**src/rtl/load_store_unit.sv**
```systemverilog
// Load/store unit: turns MEM-stage byte/half/word requests into word-wide
// data-memory reads, read-modify-write sequences and extended load results.
module load_store_unit #(
    parameter int ADDR_W = 32
) (
    input  logic              clk,
    input  logic              reset,
    input  logic              req_valid,
    input  logic              req_load,
    input  logic              req_store,
    input  logic [1:0]        req_size,
    input  logic              req_unsigned,
    input  logic [ADDR_W-1:0] req_addr,
    input  logic [31:0]       req_wdata,
    output logic              busy,
    output logic              resp_valid,
    output logic [31:0]       resp_rdata,
    output logic              resp_err,
    output logic              MemRead,
    output logic [ADDR_W-1:0] ReadAddress,
    input  logic [31:0]       ReadData,
    output logic              MemWrite,
    output logic [ADDR_W-1:0] WriteAddress,
    output logic [31:0]       WriteData
);

    typedef enum logic [2:0] {
        IDLE,
        READ,
        CAPTURE,
        MERGE,
        WRITE,
        RESP
    } state_t;

    localparam logic [1:0] SIZE_BYTE = 2'b00;
    localparam logic [1:0] SIZE_HALF = 2'b01;
    localparam logic [1:0] SIZE_WORD = 2'b10;

    state_t            state;
    logic              is_load_q;
    logic              unsigned_q;
    logic [1:0]        size_q;
    logic [ADDR_W-1:0] addr_q;
    logic [15:0]       wdata_q;
    logic [31:0]       write_word;

    logic              req_err;
    logic              req_accept;
    logic [7:0]        byte_lane;
    logic [15:0]       half_lane;
    logic [31:0]       load_ext;
    logic [31:0]       merged;

    assign req_accept = req_valid && (req_load || req_store);
    assign req_err    = (req_size == 2'b11)
                     || (req_size == SIZE_HALF && req_addr[0])
                     || (req_size == SIZE_WORD && req_addr[1:0] != 2'b00);

    // Memory-side and handshake outputs depend only on registered state.
    assign busy         = (state != IDLE);
    assign resp_valid   = (state == RESP);
    assign MemRead      = (state == READ);
    assign MemWrite     = (state == WRITE);
    assign ReadAddress  = {addr_q[ADDR_W-1:2], 2'b00};
    assign WriteAddress = {addr_q[ADDR_W-1:2], 2'b00};
    assign WriteData    = write_word;

    assign byte_lane = ReadData[{addr_q[1:0], 3'b000} +: 8];
    assign half_lane = ReadData[{addr_q[1], 4'b0000} +: 16];

    // NOTE: every variable assigned in always_comb gets a default first so no latch is inferred.
    always_comb begin
        load_ext = ReadData;
        merged   = ReadData;
        case (size_q)
            SIZE_BYTE: begin
                load_ext = {{24{~unsigned_q & byte_lane[7]}}, byte_lane};
                merged[{addr_q[1:0], 3'b000} +: 8] = wdata_q[7:0];
            end
            SIZE_HALF: begin
                load_ext = {{16{~unsigned_q & half_lane[15]}}, half_lane};
                merged[{addr_q[1], 4'b0000} +: 16] = wdata_q;
            end
            default: ;
        endcase
    end

    // NOTE: state is updated with non-blocking assignments so every register samples pre-edge values.
    always_ff @(posedge clk) begin
        if (reset) begin
            state      <= IDLE;
            is_load_q  <= 1'b0;
            unsigned_q <= 1'b0;
            size_q     <= 2'b00;
            addr_q     <= '0;
            wdata_q    <= '0;
            write_word <= '0;
            resp_rdata <= '0;
            resp_err   <= 1'b0;
        end else begin
            case (state)
                IDLE: begin
                    if (req_accept) begin
                        is_load_q  <= req_load;
                        unsigned_q <= req_unsigned;
                        size_q     <= req_size;
                        addr_q     <= req_addr;
                        wdata_q    <= req_wdata[15:0];
                        resp_err   <= req_err;
                        if (req_err) begin
                            resp_rdata <= '0;
                            state      <= RESP;
                        end else if (req_load || req_size != SIZE_WORD) begin
                            state <= READ;
                        end else begin
                            write_word <= req_wdata;
                            state      <= WRITE;
                        end
                    end
                end
                READ:    state <= is_load_q ? CAPTURE : MERGE;
                CAPTURE: begin
                    resp_rdata <= load_ext;
                    state      <= RESP;
                end
                MERGE: begin
                    write_word <= merged;
                    state      <= WRITE;
                end
                WRITE: begin
                    resp_rdata <= '0;
                    state      <= RESP;
                end
                RESP:    state <= IDLE;
                default: state <= IDLE;
            endcase
        end
    end

endmodule

```
**config.mk**
```make
export PLATFORM = sky130hd
export DESIGN_NAME = load_store_unit
export DESIGN_NICKNAME = d
export VERILOG_FILES = /design/src/rtl/load_store_unit.sv
export SDC_FILE = /design/constraint.sdc
export NUM_CORES = 1
export LEC_CHECK = 0
export BUFFER_PORTS_ARGS = -buffer_cell sky130_fd_sc_hd__buf_2
export CAP_MARGIN = 20
export CORE_MARGIN = 2
export CORE_UTILIZATION = 54
export DETAILED_ROUTE_END_ITERATION = 10
export HOLD_SLACK_MARGIN = 0.03
export PLACE_DENSITY = 0.87
export SETUP_SLACK_MARGIN = 0.2
export SLEW_MARGIN = 25
export SYNTH_ARGS = -nofsm -noshare
export SYNTH_HDL_FRONTEND = slang
export SYNTH_SLANG_ARGS = --single-unit
```
**constraint.sdc**
```tcl
create_clock -name clk -period 3.74 [get_ports clk]
set_input_delay 0.374 -clock clk [delete_from_list [all_inputs] [get_ports clk]]
set_output_delay 0.374 -clock clk [all_outputs]
set_load 0.01 [all_outputs]
```
== Yosys cells after proc, flatten, opt, wreduce, memory -nomap -nowiden ==
Cells that the tools add are included.
Widths: inputs -> output; s select.
Word-level totals
  register bits: 120
  bits of input ports: 104
  output and inout bits: 133
  logic and storage cells: 67
Operators by class
  add/sub/neg operators: 2
  equal/unequal tests: 14
  shift-type cells: 6
  multiplexer cells: 16
  bitwise gates (word level): 3
  reductions and logical operators: 17
Operators by type and width (number)
  $pmux 32 s2: 3
  $mux 32: 5
  $pmux 32 s3: 1
  $bwmux 32: 2
  $shift 16x7->32 const A: 1
  $shift 8x7->32 const A: 1
  $shiftx 16x7->32: 1
  $shiftx 32x6->16: 1
  $shiftx 32x6->8: 1
  $shiftx 8x7->32: 1
  $neg 5->7: 2
  $pmux 3 s4: 1
  $ne 2x2->1 const B: 5
  $mux 3: 3
  $eq 3x2->1 const B: 2
  $eq 3x3->1 const B: 2
  $reduce_bool 3->1: 2
  $eq 2x1->1 const B: 2
  $eq 2x2->1 const B: 2
  $logic_or 1x1->1: 4
  $reduce_and 4->1: 1
  $reduce_bool 2->1: 2
  $eq 3x1->1 const B: 1
  $logic_and 1x1->1: 3
  8 further kinds: 9

== Logic depth before layout (Yosys ltp) ==
  depth in word-level cells: 7
  gate-level depth with buffers: 9

== Worst setup path before layout ==
No wires, ideal clock.
  kind: reg-to-reg
  start: register addr_q[1]
  end: register write_word[0], in the netlist WriteData[0]
  arrival: 2.131 ns
  data required time: 3.680 ns
  setup slack: 1.549 ns
  cell stages (with the launch flop): 9
  period minus slack after synthesis: 2.191 ns
  path through: dfxtp_1 buf_4 inv_1 buf_2 ha_1 or4b_4 a21oi_4 a221o_1 a32o_1
Between the ends
  cells in the longest elaborated chain, start to end: 5
  elaborated cells between the ends (all ways): 10
  classes of those cells: add/sub: 2; shift: 4; mux: 4
Ends and longest elaborated chain
  start, declared: line 44  | logic [ADDR_W-1:0] addr_q;
  start signal, assigned: line 108  | addr_q <= req_addr;
  $neg 5->7, on equally long branches: line 83, 79
  $shiftx 16x7->32, or another cell as far along: line 83  | merged[{addr_q[1], 4'b0000} +: 16] = wdata_q;
  $bwmux 32, on equally long branches: line 83, 79
  $pmux 32 s2 *: line 76  | case (size_q)
  $pmux 32 s2 *: line 102  | case (state)
  end signal, assigned: line 117  | write_word <= req_wdata;
  end signal, assigned: line 128  | write_word <= merged;
  end, declared: line 46  | logic [31:0] write_word;
Every way passes the cells marked *; elsewhere a longest branch is shown, timed or not.
A chain may end at the register's enable or synchronous reset.

== Worst setup path after layout ==
  start: register addr_q[1]
  end: register write_word[16], in the netlist WriteData[16]
The elaborated chain is that of the path after synthesis.

==> qor.csv <==
stage;metric;value;unit
grt;grt_pass1_vias;5820;
setup_path;path_delay_family;simple AND/OR/NAND/NOR gates;
die;num_io_pins;237;
worst_hold_path;hp-class;input port to flop;
die;start_util;55.6;%
grt;grt_pass1_wl;30000;um
setup_path;startpoint;addr_q[1];
sta;setup_tns;0;ns
logic_synthesis;yosysMostFrequentCell;nand2_1;
cts;cts_resized;0;
routing;ant_nets;0;
cts;cts_tree;built;
routing;via_per_inst;5.95;
layout;fin_nets;997;
cts;numCtsBuffers;17;
logic_synthesis;netlist_area;0.00640;mm^2
cts;clkSlewWorstSetupHoldPaths;0.06;ns
routing;wirelength;19200;um
grt;grt_max_degree;57;
job;maxCapViolCount;0;
cts;cts.sinks;120;
routing;drc;11;
setup_path;cp_num_buf_inv;1;
grt;grtUsageTotal;29.7;%
worst_hold_path;min_to;addr_q[26];
layout;final_layout_size_suffix_gt1_share;33.3;%
cts;worstSkewPairLatency;0.42;ns
layout;syn2layout_area_growth;21.4;%
power_and_ir_drop;leakage;3.52;nW
setup_path;crit_cells;6;
logic_synthesis;synth_cells;746;
setup_path;r2r_cells;6;
sta;relSlewSlack;30.2;%
logic_synthesis;yosys_warnings;0;
setup_path;cpPeakStageDelay;0.71;ns
sta;setup_violations;0;
worst_hold_path;holdPathStages;3;
sta;rsz0062_at_grt;false;
setup_path;path_max_fanout;13;
die;dieWidth;113;um
cts;cts_max_level;4;
cts;cts_buffer_depth;2;
die;die-area;0.0127;mm^2
layout;fillers;992;
routing;vias;6218;
worst_hold_path;hold_start;req_addr[26];
logic_synthesis;ys_seq_area_share;37.5;%
logic_synthesis;yosysUniqueCellTypes;53;
routing;drt_iter0_markers;623;
power_and_ir_drop;peakVddDrop;0.000370;V
logic_synthesis;synth_top_cell_by_area;dfxtp_1;
outcome;violations;DRC;
routing;wl_per_cell;18.4;um
cts;cts_root_buffer;clkbuf_16;
die;die_h;113;um
sta;drv_slew;0;
logic_synthesis;ys.flop_type;dfxtp_1;
sta;period_needed;2.72;ns
logic_synthesis;async_flop_share;0;%
placed_design;port_buffers;232;
logic_synthesis;synth-seq-cells;120;
routing;firstDrtPassIters;8;
sta;timing.final.crit_share;72.6;%
logic_synthesis;synth_edf_count;0;
setup_path;cp_cell_sequence;inv_1 > ha_1 > nand4bb_1 > nor3_1 > a221o_1 > a32o_1;
die;core;0.0115;mm^2
logic_synthesis;synth_top_area_share;37.5;%
placed_design;placedCellCount;1012;
logic_synthesis;synth.area.top_cells;dfxtp_1, buf_4, nand2_1;
grt;antenna_found_initial;1;
sta;worst-slew-pin-transition;1.05;ns
outcome;status;finished with violations;
setup_path;arrival;3.07;ns
logic_synthesis;synth_common_cells;nand2_1, dfxtp_1, a21oi_1;
setup_path;required;4.10;ns
cts;cts_setup_buffers;0;
power_and_ir_drop;power.density;552;mW/mm^2
placed_design;hpwl;13400;um
setup_path;cp_slowest_cell;nor3_1;
placed_design;place_congestion;0.927;
setup_path;critPathKind;flop to flop;
layout;fin_cells;1045;
sta;fmax;368;MHz
setup_path;r2r-end;WriteData[16];
die;row_count;39;
setup_path;setup.worst_path.start_class;flop;
setup_path;reg2reg_slack;1.02;ns
logic_synthesis;avgSynthCellArea;8.59;um^2
sta;hold_violations;0;
setup_path;r2r_start;addr_q[1];
setup_path;end_kind;flop;
grt;grt_overflow_total;0;
sta;fin_worst_skew;0.0109;ns
cts;cts_hold_buffers;0;
==> final cells by class <==
cell class	count	area [um^2]	area share, %
clock buffer	25	505	6.50
antenna	1	2.50	0.0322
clock inverter	7	138	1.77
timing repair buffer	242	1280	16.4
multi-input combinational	501	3240	41.7
tap	143	179	2.30
sequential	120	2410	31.0
inverter	6	22.5	0.290
==> tightest hold or removal path: stages <==
cell and delay [ns]:
buf_2 0.09, nand2_1 0.04, a21oi_1 0.05
==> registers in the layout (all words and copies together), names as in the netlist <==
signal / flops
addr_q: 32
is_load_q: 1
unsigned_q: 1
resp_rdata: 32
wdata_q: 16
WriteData: 32
size_q: 2
resp_err: 1
state: 3
==> placed cells by master, fill, tap and decap left out, drive strengths merged, types with 22 or more instances in the layout <==
master,n
nand2,130
dfxtp,120
a21oi,79
nor2,24
o21ai,22
nand2b,45
a32o,33
o2bb2ai,23
buf,242
clkbuf,25
a221o,24
==> per-layer routing <==
layer,vias up,wire (um),track usage (%)
met5,-,0,0
met4,0,699,14.3
met3,54,2030,8.19
met2,342,8870,47.6
met1,2901,7620,37.1
li1,2921,-,-
==> per-stage QoR <==
| stage | util (%) | setup WS [ns] | instance area, um^2 | hold WS, ns | power, mW |
|---|---|---|---|---|---|
| finish | 67.5 | 1.02 | 7770 | 0.188 | 4.29 |
| global route | 67.5 | 0.844 | 7770 | 0.191 | 4.46 |
| CTS | 67.4 | 1.10 | 7770 | 0.176 | 4.29 |
| detailed placement | 61.9 | 1.16 | 7120 | 0.441 | 2.52 |
| global placement | 61.4 | 1.26 | 7070 | 0.441 | 2.47 |
| floorplan | - | 1.55 | 6420 | 0.433 | 2.25 |
==> worst max-delay path by stage <==
stage,to,slack (ns)
3_3_place_gp,WriteData[17],1.26
4_1_cts,WriteData[16],1.10
6_report,WriteData[16],1.02
5_1_grt,WriteData[16],0.84
3_5_place_dp,WriteData[19],1.16
2_1_floorplan,WriteData[0],1.55
==> cell families (layout without fill, tap and decap cells) <==
family	count (synthesis)	count (layout)	synth area share, %
other	1	5	0.0585
adder cells (fa/ha/maj)	5	5	0.977
buffers and inverters	128	280	12.3
multiplexers	13	13	2.44
AO/OA/AOI/OAI	245	245	28.3
flip-flops	120	120	37.5
AND/OR/NAND/NOR	234	234	18.4
==> report_power, final <==
group	internal [mW]	leakage (nW)	switching, mW
Clock	1.20	0.313	0.582
Sequential	1.39	0.975	0.144
Combinational	0.392	2.23	0.579
Total	2.99	3.52	1.31
(Power assumes the default switching activity.)
